File: src/rtl/gol_pkg.sv
// Shared types and constants for the 16x16 cellular-automaton generation logic.
package gol_pkg;

    typedef enum logic [1:0] {
        PAUSE = 2'd0,
        RUN   = 2'd1,
        LOAD  = 2'd2
    } sched_state_t;

    localparam int PERIOD_DEFAULT = 390625;
    localparam int L  = 16;
    localparam int L2 = L * L;

endpackage

File: src/rtl/gol_tick_timer.sv
// Generation period counter. It ticks combinationally once count reaches period-1
// and clears whenever it is disabled.
module gol_tick_timer #(
    parameter int PERIOD_W = 30
) (
    input  logic                clk_in,
    input  logic                rst_n,
    input  logic                enable,
    input  logic [PERIOD_W-1:0] period,
    output logic                tick
);

    logic [PERIOD_W-1:0] count;

    // Using >= instead of == lets a shortened period take effect at once.
    assign tick = enable && (count >= period - PERIOD_W'(1));

    always_ff @(posedge clk_in or negedge rst_n) begin
        if (!rst_n)
            count <= '0;
        else if (!enable || tick)
            count <= '0;
        else
            count <= count + PERIOD_W'(1);
    end

endmodule

File: src/rtl/gol_gen_scheduler.sv
// Generation scheduler: run/pause/step/load sequencing, with every generation
// update aligned to a VGA frame boundary.
module gol_gen_scheduler #(
    parameter int PERIOD_DEFAULT = gol_pkg::PERIOD_DEFAULT,
    parameter int PERIOD_W       = 30,
    parameter int GEN_W          = 16,
    parameter int LOAD_CYCLES    = 2
) (
    input  logic             clk_in,
    input  logic             rst_n,
    input  logic [2:0]       speed,
    input  logic             run_sw,
    input  logic             step_btn,
    input  logic             load_btn,
    input  logic             frame_start,
    output logic             evolve,
    output logic             set_state,
    output logic [GEN_W-1:0] gen_count,
    output logic             overrun,
    output logic [1:0]       sched_state
);
    import gol_pkg::*;

    localparam int LC_W = $clog2(LOAD_CYCLES + 1);

    sched_state_t        state, state_nxt;
    logic [LC_W-1:0]     load_cnt;
    logic [PERIOD_W-1:0] period;
    logic step_prev, load_prev, pending, tick;
    logic step_edge, load_edge, step_ok, tick_ok, pend_now, fire;

    assign period      = PERIOD_W'(PERIOD_DEFAULT) << speed;
    assign step_edge   = step_btn & ~step_prev;
    assign load_edge   = load_btn & ~load_prev;
    assign sched_state = state;

    gol_tick_timer #(.PERIOD_W(PERIOD_W)) u_timer (
        .clk_in (clk_in),
        .rst_n  (rst_n),
        .enable (state == RUN),
        .period (period),
        .tick   (tick)
    );

    always_ff @(posedge clk_in or negedge rst_n) begin
        if (!rst_n)
            state <= PAUSE;
        else
            state <= state_nxt;
    end

    always_comb begin
        state_nxt = state;
        if (load_edge)
            state_nxt = LOAD;
        else begin
            case (state)
                PAUSE:   if (run_sw) state_nxt = RUN;
                RUN:     if (!run_sw) state_nxt = PAUSE;
                LOAD:    if (load_cnt == LC_W'(LOAD_CYCLES - 1)) state_nxt = PAUSE;
                default: state_nxt = PAUSE;
            endcase
        end
    end

    // A request only counts when no higher-priority event changes state this cycle.
    assign step_ok  = step_edge && (state == PAUSE) && (state_nxt == PAUSE);
    assign tick_ok  = tick && (state == RUN) && (state_nxt == RUN);
    assign pend_now = pending | step_ok | tick_ok;
    assign fire     = frame_start && pend_now && !evolve;

    always_ff @(posedge clk_in or negedge rst_n) begin
        if (!rst_n) begin
            step_prev <= 1'b1;
            load_prev <= 1'b1;
            load_cnt  <= '0;
            set_state <= 1'b0;
            pending   <= 1'b0;
            evolve    <= 1'b0;
            overrun   <= 1'b0;
            gen_count <= '0;
        end else begin
            step_prev <= step_btn;
            load_prev <= load_btn;
            set_state <= (state_nxt == LOAD);
            load_cnt  <= (state == LOAD && !load_edge) ? load_cnt + LC_W'(1) : '0;
            if (load_edge) begin
                pending   <= 1'b0;
                evolve    <= 1'b0;
                overrun   <= 1'b0;
                gen_count <= '0;
            end else begin
                evolve  <= fire;
                pending <= pend_now & ~fire;
                if (tick_ok && pending)
                    overrun <= 1'b1;
                if (fire)
                    gen_count <= gen_count + GEN_W'(1);
            end
        end
    end

endmodule

File: config.mk
export PLATFORM = sky130hd
export DESIGN_NAME = gol_gen_scheduler
export DESIGN_NICKNAME = d
export VERILOG_FILES = /design/src/rtl/gol_pkg.sv /design/src/rtl/gol_tick_timer.sv /design/src/rtl/gol_gen_scheduler.sv
export SDC_FILE = /design/constraint.sdc
export NUM_CORES = 1
export LEC_CHECK = 0
export ABC_AREA = 1
export ABC_CLOCK_PERIOD_IN_PS = 2500
export CORE_AREA = 4 4 103 105
export CTS_BUF_LIST = sky130_fd_sc_hd__clkbuf_4 sky130_fd_sc_hd__clkbuf_8
export DETAILED_ROUTE_END_ITERATION = 10
export DIE_AREA = 0 0 107 109
export HOLD_SLACK_MARGIN = 0.02
export PLACE_DENSITY = 0.57
export REMOVE_ABC_BUFFERS = 1
export SLEW_MARGIN = 0
export SYNTH_ARGS = -nofsm -noshare
export SYNTH_HDL_FRONTEND = slang
export SYNTH_SLANG_ARGS = --single-unit
File: constraint.sdc
create_clock -name clk_in -period 2.5 [get_ports clk_in]
set_input_delay 0.375 -clock clk_in [delete_from_list [all_inputs] [get_ports clk_in]]
set_output_delay 0.375 -clock clk_in [all_outputs]
set_load 0.05 [all_outputs]
# == Word-level counts from Yosys, hierarchy flattened ==
# Index checks and enable logic that the tools add are counted.
# op_classes
bitwise_logic,8
addsub,4
reduce_logical,17
eq_ne,5
order_cmp,1
mux,13
n_shift,1
# ops
op,count
$mux 16,2
$add 30x1->30 const B,1
$ge 30x30->1,1
$mux 30,1
$shl 19x3->30 const A,1
$sub 30x1->30 const B,1
$add 16x1->16 const B,1
$mux 2,5
$logic_and 1x1->1,9
$eq 2x1->1 const B,3
$pmux 2 s3,1
$eq 2x2->1 const B,2
$logic_not 2->1,2
$mux 1,4
$reduce_bool 2->1,2
$and 1x1->1,3
$logic_not 1->1,3
$not 1->1,3
$add 2x1->2 const B,1
$or 1x1->1,2
$logic_or 1x1->1,1
# totals
in_bits,9
word_cells,59
ff_bits,56

# == Longest topological paths before layout ==
# Gate-level depths: netlist of the first run.
# logic_depth
ltp_word,13
mapped_depth,21
depth_no_buf,19

# == Modules after synthesis ==
# Synthesis of the first run repeated with hierarchy kept, for this count alone.
# hier_totals
hier_cells,724
area_unflattened_um2,4964.8
# by_module_without_submodules
mod,n_inst,seq_area_each_um2,cells_per_inst,area_each_um2
gol_tick_timer,1,750.7,478,3203.1
gol_gen_scheduler,1,653.1,246,1761.7

# == Least setup slack after synthesis of the first run ==
# OpenSTA, ideal clock, no wires.
# synth_timing
path_kind,in2reg
start,input speed[2]
end,register gen_count[9]
n_path_buf,2
cell_stages,21
path_slack_ns,-0.001
t_required_ns,2.379
arrival_ns,2.380
cell_sequence,clkbuf_1 nor2_1 inv_1 nor2_1 inv_1 o211ai_1 ha_1 nand2_1 nor2_1 nand2_1 nor2_1 nand2_1 nand2_1 nor2_1 nand2_2 nand2_1 nand2_4 nand2_4 buf_6 nand3_1 nand2_1
# synth_via
elab_chain_cells,10
# synth_rtl
element,line_no,rtl
from (decl),gol_gen_scheduler.sv:11,"input logic [2:0] speed,"
$shl 19x3->30,gol_gen_scheduler.sv:32,assign period = PERIOD_W'(PERIOD_DEFAULT) << speed;
$sub 30x1->30,gol_tick_timer.sv:16,assign tick = enable && (count >= period - PERIOD_W'(1));
$ge 30x30->1,gol_tick_timer.sv:16,
$logic_and 1x1->1,gol_tick_timer.sv:16,
$logic_and 1x1->1 (2 in series),gol_gen_scheduler.sv:68,assign tick_ok = tick && (state == RUN) && (state_nxt == RUN);
$or 1x1->1,gol_gen_scheduler.sv:69,assign pend_now = pending | step_ok | tick_ok;
$logic_and 1x1->1 (2 in series),gol_gen_scheduler.sv:70,assign fire = frame_start && pend_now && !evolve;
$reduce_bool 2->1 (no line),--,
to (signal assigned),gol_gen_scheduler.sv:98,gen_count <= gen_count + GEN_W'(1);
to (decl),gol_gen_scheduler.sv:18,"output logic [GEN_W-1:0] gen_count,"
# No other way between the ends.
# A chain may end at the register's enable or synchronous reset.

# == Worst setup path after layout of the first run ==
# layout_timing
start,input speed[0]
end,register u_timer.count[17]
# layout_via
elab_chain_cells,6
# layout_rtl
element,line_no,rtl
$shl 19x3->30,gol_gen_scheduler.sv:32,
$sub 30x1->30,gol_tick_timer.sv:16,
$ge 30x30->1,gol_tick_timer.sv:16,
$logic_and 1x1->1,gol_tick_timer.sv:16,
$logic_or 1x1->1,gol_tick_timer.sv:21,else if (!enable || tick)
$mux 30,gol_tick_timer.sv:21,
to (signal assigned),gol_tick_timer.sv:24,count <= count + PERIOD_W'(1);
to (decl),gol_tick_timer.sv:13,logic [PERIOD_W-1:0] count;
# No other way between the ends.

==> out/qor.txt, run 1 <==
status: completed
core area: 0.00964 mm^2
first-pass GRT wire length: 15400 um
Die Wd: 107 um
post-route total power: 1960 uW
Post-Syn Area: 0.00378 mm^2
clock buffer depth: 2
FF-to-FF setup slack: 450 ps
vias per cell: 4.82
initial antenna violation count: 0
Fin. Hold Viols: 0
cell row count: 36
P_int: 1310 uW
leakage power: 0.00224 uW
Setup crit start kind: input port
antenna diode count: 0
Layout area overhead: 21.0%
Post-Route WL: 8600 um
power share of the sequential group: 0.501
WL/cell: 12.4 um
commonest non-fill, non-tap cell in the layout: nand2_1
leading cell types in the layout, fill and taps excluded: nand2_1 (112), inv_1 (69), nor2_1 (57)
Seq/Total Area, Yosys: 0.372
pwr/cell area: 428 mW/mm^2
Maximum Capacitance Violations: 0
GP Congestion: 0.824
via count: 3336
DRT antenna net count: 0
Final min period: 2290 ps
clock sink count: 56
maximum fanout along the worst path: 7
cell count after synthesis: 502
Setup TNS: 0 ps
Num CTS Buffers: 5
leading register cell type out of synthesis: dfrtp_1
R2R depth: 10
Psw: 644 uW
CP endpoint kind: flip-flop
CTS H-Tree Depth: 2
number of port buffers: 29
IO Pins: 30
Mapped Avg Cell Area: 7.52 um^2
Sw Share: 0.329
Hold WC Path Type: flip-flop to flip-flop
Worst-path clk slew: 110 ps
Post-synth EDFFs: 0
period utilization: 0.914
Die Ht: 109 um
slew margin rel.: 0.653
Yosys warning count: 0
Starting Density: 0.392
all-layer global routing usage: 0.162
DRC: 0
critical path class: input port to flip-flop
CTS tree: built
Iteration-0 DRC Markers: 124
pin count of the biggest net entering global routing: 33
peak supply drop: 0.384 mV
die area: 0.0117 mm^2
WP data arrival: 2530 ps
Clock Power Share: 0.262
hpwl dp: 6730 um
clk_skew: 10.0 ps
CTS Root Cell: clkbuf_8
Combinational Power Share: 0.237
First-pass DRT Iterations: 6
Clk Latency, worst-skew pair: 320 ps
Util after Layout: 0.474
Tightest Pin Transition: 519 ps
max-slew violations: 0
GRT overflow: 0
WP data required: 2750 ps
depth of the worst hold-timing path: 1
vias in the first global route: 3318
unique cell type count in the Yosys netlist: 38
final net count: 596
Async SR Flop Fraction: 1.00
final setup violation count: 0
layout cell share with drive strength beyond 1: 0.154
Max Freq: 437 MHz
Seq cells post-synth: 56
==> cell families after synthesis <==
logic type	count (synthesis)	share of synthesized area
buf+inv	84	0.0905
compound gates	35	0.0530
other cells	1	0.000993
simple gates	278	0.344
flops	56	0.372
fa+ha+maj	29	0.0961
xor+xnor	19	0.0441
==> through the flow <==
stage               setup slack, ps  hold WS, ps  instances  cell area, um^2
floorplan                       130         79.4        493             3720
global placement               -503          365        682             4380
detailed placement             -526          365        682             4380
CTS                             107          448        691             4510
global route                  -18.4          459        692             4570
finish                          214          442        692             4570
==> synth_stat cells, types with 4 or more instances <==
cell	count	share of area
clkbuf_1	5	0.0050
a21oi_1	20	0.027
xor2_1	13	0.030
o21ai_0	6	0.0080
nor2_2	4	0.0066
nand2_2	7	0.012
nor2_4	6	0.018
nand2_1	115	0.11
ha_1	29	0.096
nand3_1	32	0.042
xnor2_1	6	0.014
dfrtp_1	54	0.36
inv_1	71	0.071
nand4_1	21	0.035
nor2_1	65	0.065
nor3_1	18	0.024
==> cell type report <==
| type | instances | area (um^2) |
|---|---|---|
| Fill cell | 1020 | 5070 |
| Multi-Input combinational cell | 364 | 2100 |
| Sequential cell | 56 | 1400 |
| Timing Repair Buffer | 58 | 527 |
| Inverter | 73 | 277 |
| Tap cell | 133 | 166 |
| Clock buffer | 5 | 68.8 |
| Clock inverter | 3 | 23.8 |
==> worst max-delay path, cell delays in order <==
cell,delay [ps]
dlygate4sd2_1,280
buf_4,180
nand2_1,100
o211ai_1,200
ha_1,270
nand2_1,90
nor2_1,50
nand2_1,70
nor2_1,50
nand2_1,60
nand2_1,40
nor2_1,120
nand2_2,100
nor2_4,190
buf_6,150
o21ai_0,80
a21oi_1,110
==> metal layers <==
metal,wire length [um],global-route usage,share of wire
met5,0,0,0
met4,147,0.0438,0.017
met3,306,0.0261,0.036
met2,4160,0.276,0.48
met1,3990,0.215,0.46
==> final timing paths <==
kind	start	endpoint
min in group asynchronous	rst_n	u_timer.count[20]
max reg2reg	u_timer.count[21]	u_timer.count[17]
max in group asynchronous	rst_n	step_prev
min reg2reg	load_cnt[0]	load_cnt[0]
max	speed[0]	u_timer.count[17]
min	load_cnt[0]	load_cnt[0]
==> flip-flops by register name (all words and copies together), names as in the netlist <==
name / flops
set_state: 1
pending: 1
step_prev: 1
load_cnt: 2
u_timer.count: 30
sched_state: 2
evolve: 1
overrun: 1
load_prev: 1
gen_count: 16
==> timing repair <==
action                                  in CTS  in global routing
hold endpoints to repair                    15                  0
hold buffers                                 1                  0
pin swaps                                    0                  5
endpoints found under the setup margin      45                 36
gates resized for setup                     11                 19
buffers inserted                             0                  1
==> power by group through the flow <==
stage	Sequential, uW	Combinational, uW	Clock (uW)
global route	986	513	584
floorplan	1080	167	0
finish	980	464	513
global placement	998	447	0
CTS	980	465	538
detailed placement	997	454	0
Power figures use the tool's default switching activity.
==> run 2: changes to the inputs <==
CTS_CLUSTER_DIAMETER = 80   (was not set)
==> results of run 2 <==
Final layout, timing and power as in run 1 (identical DEF).
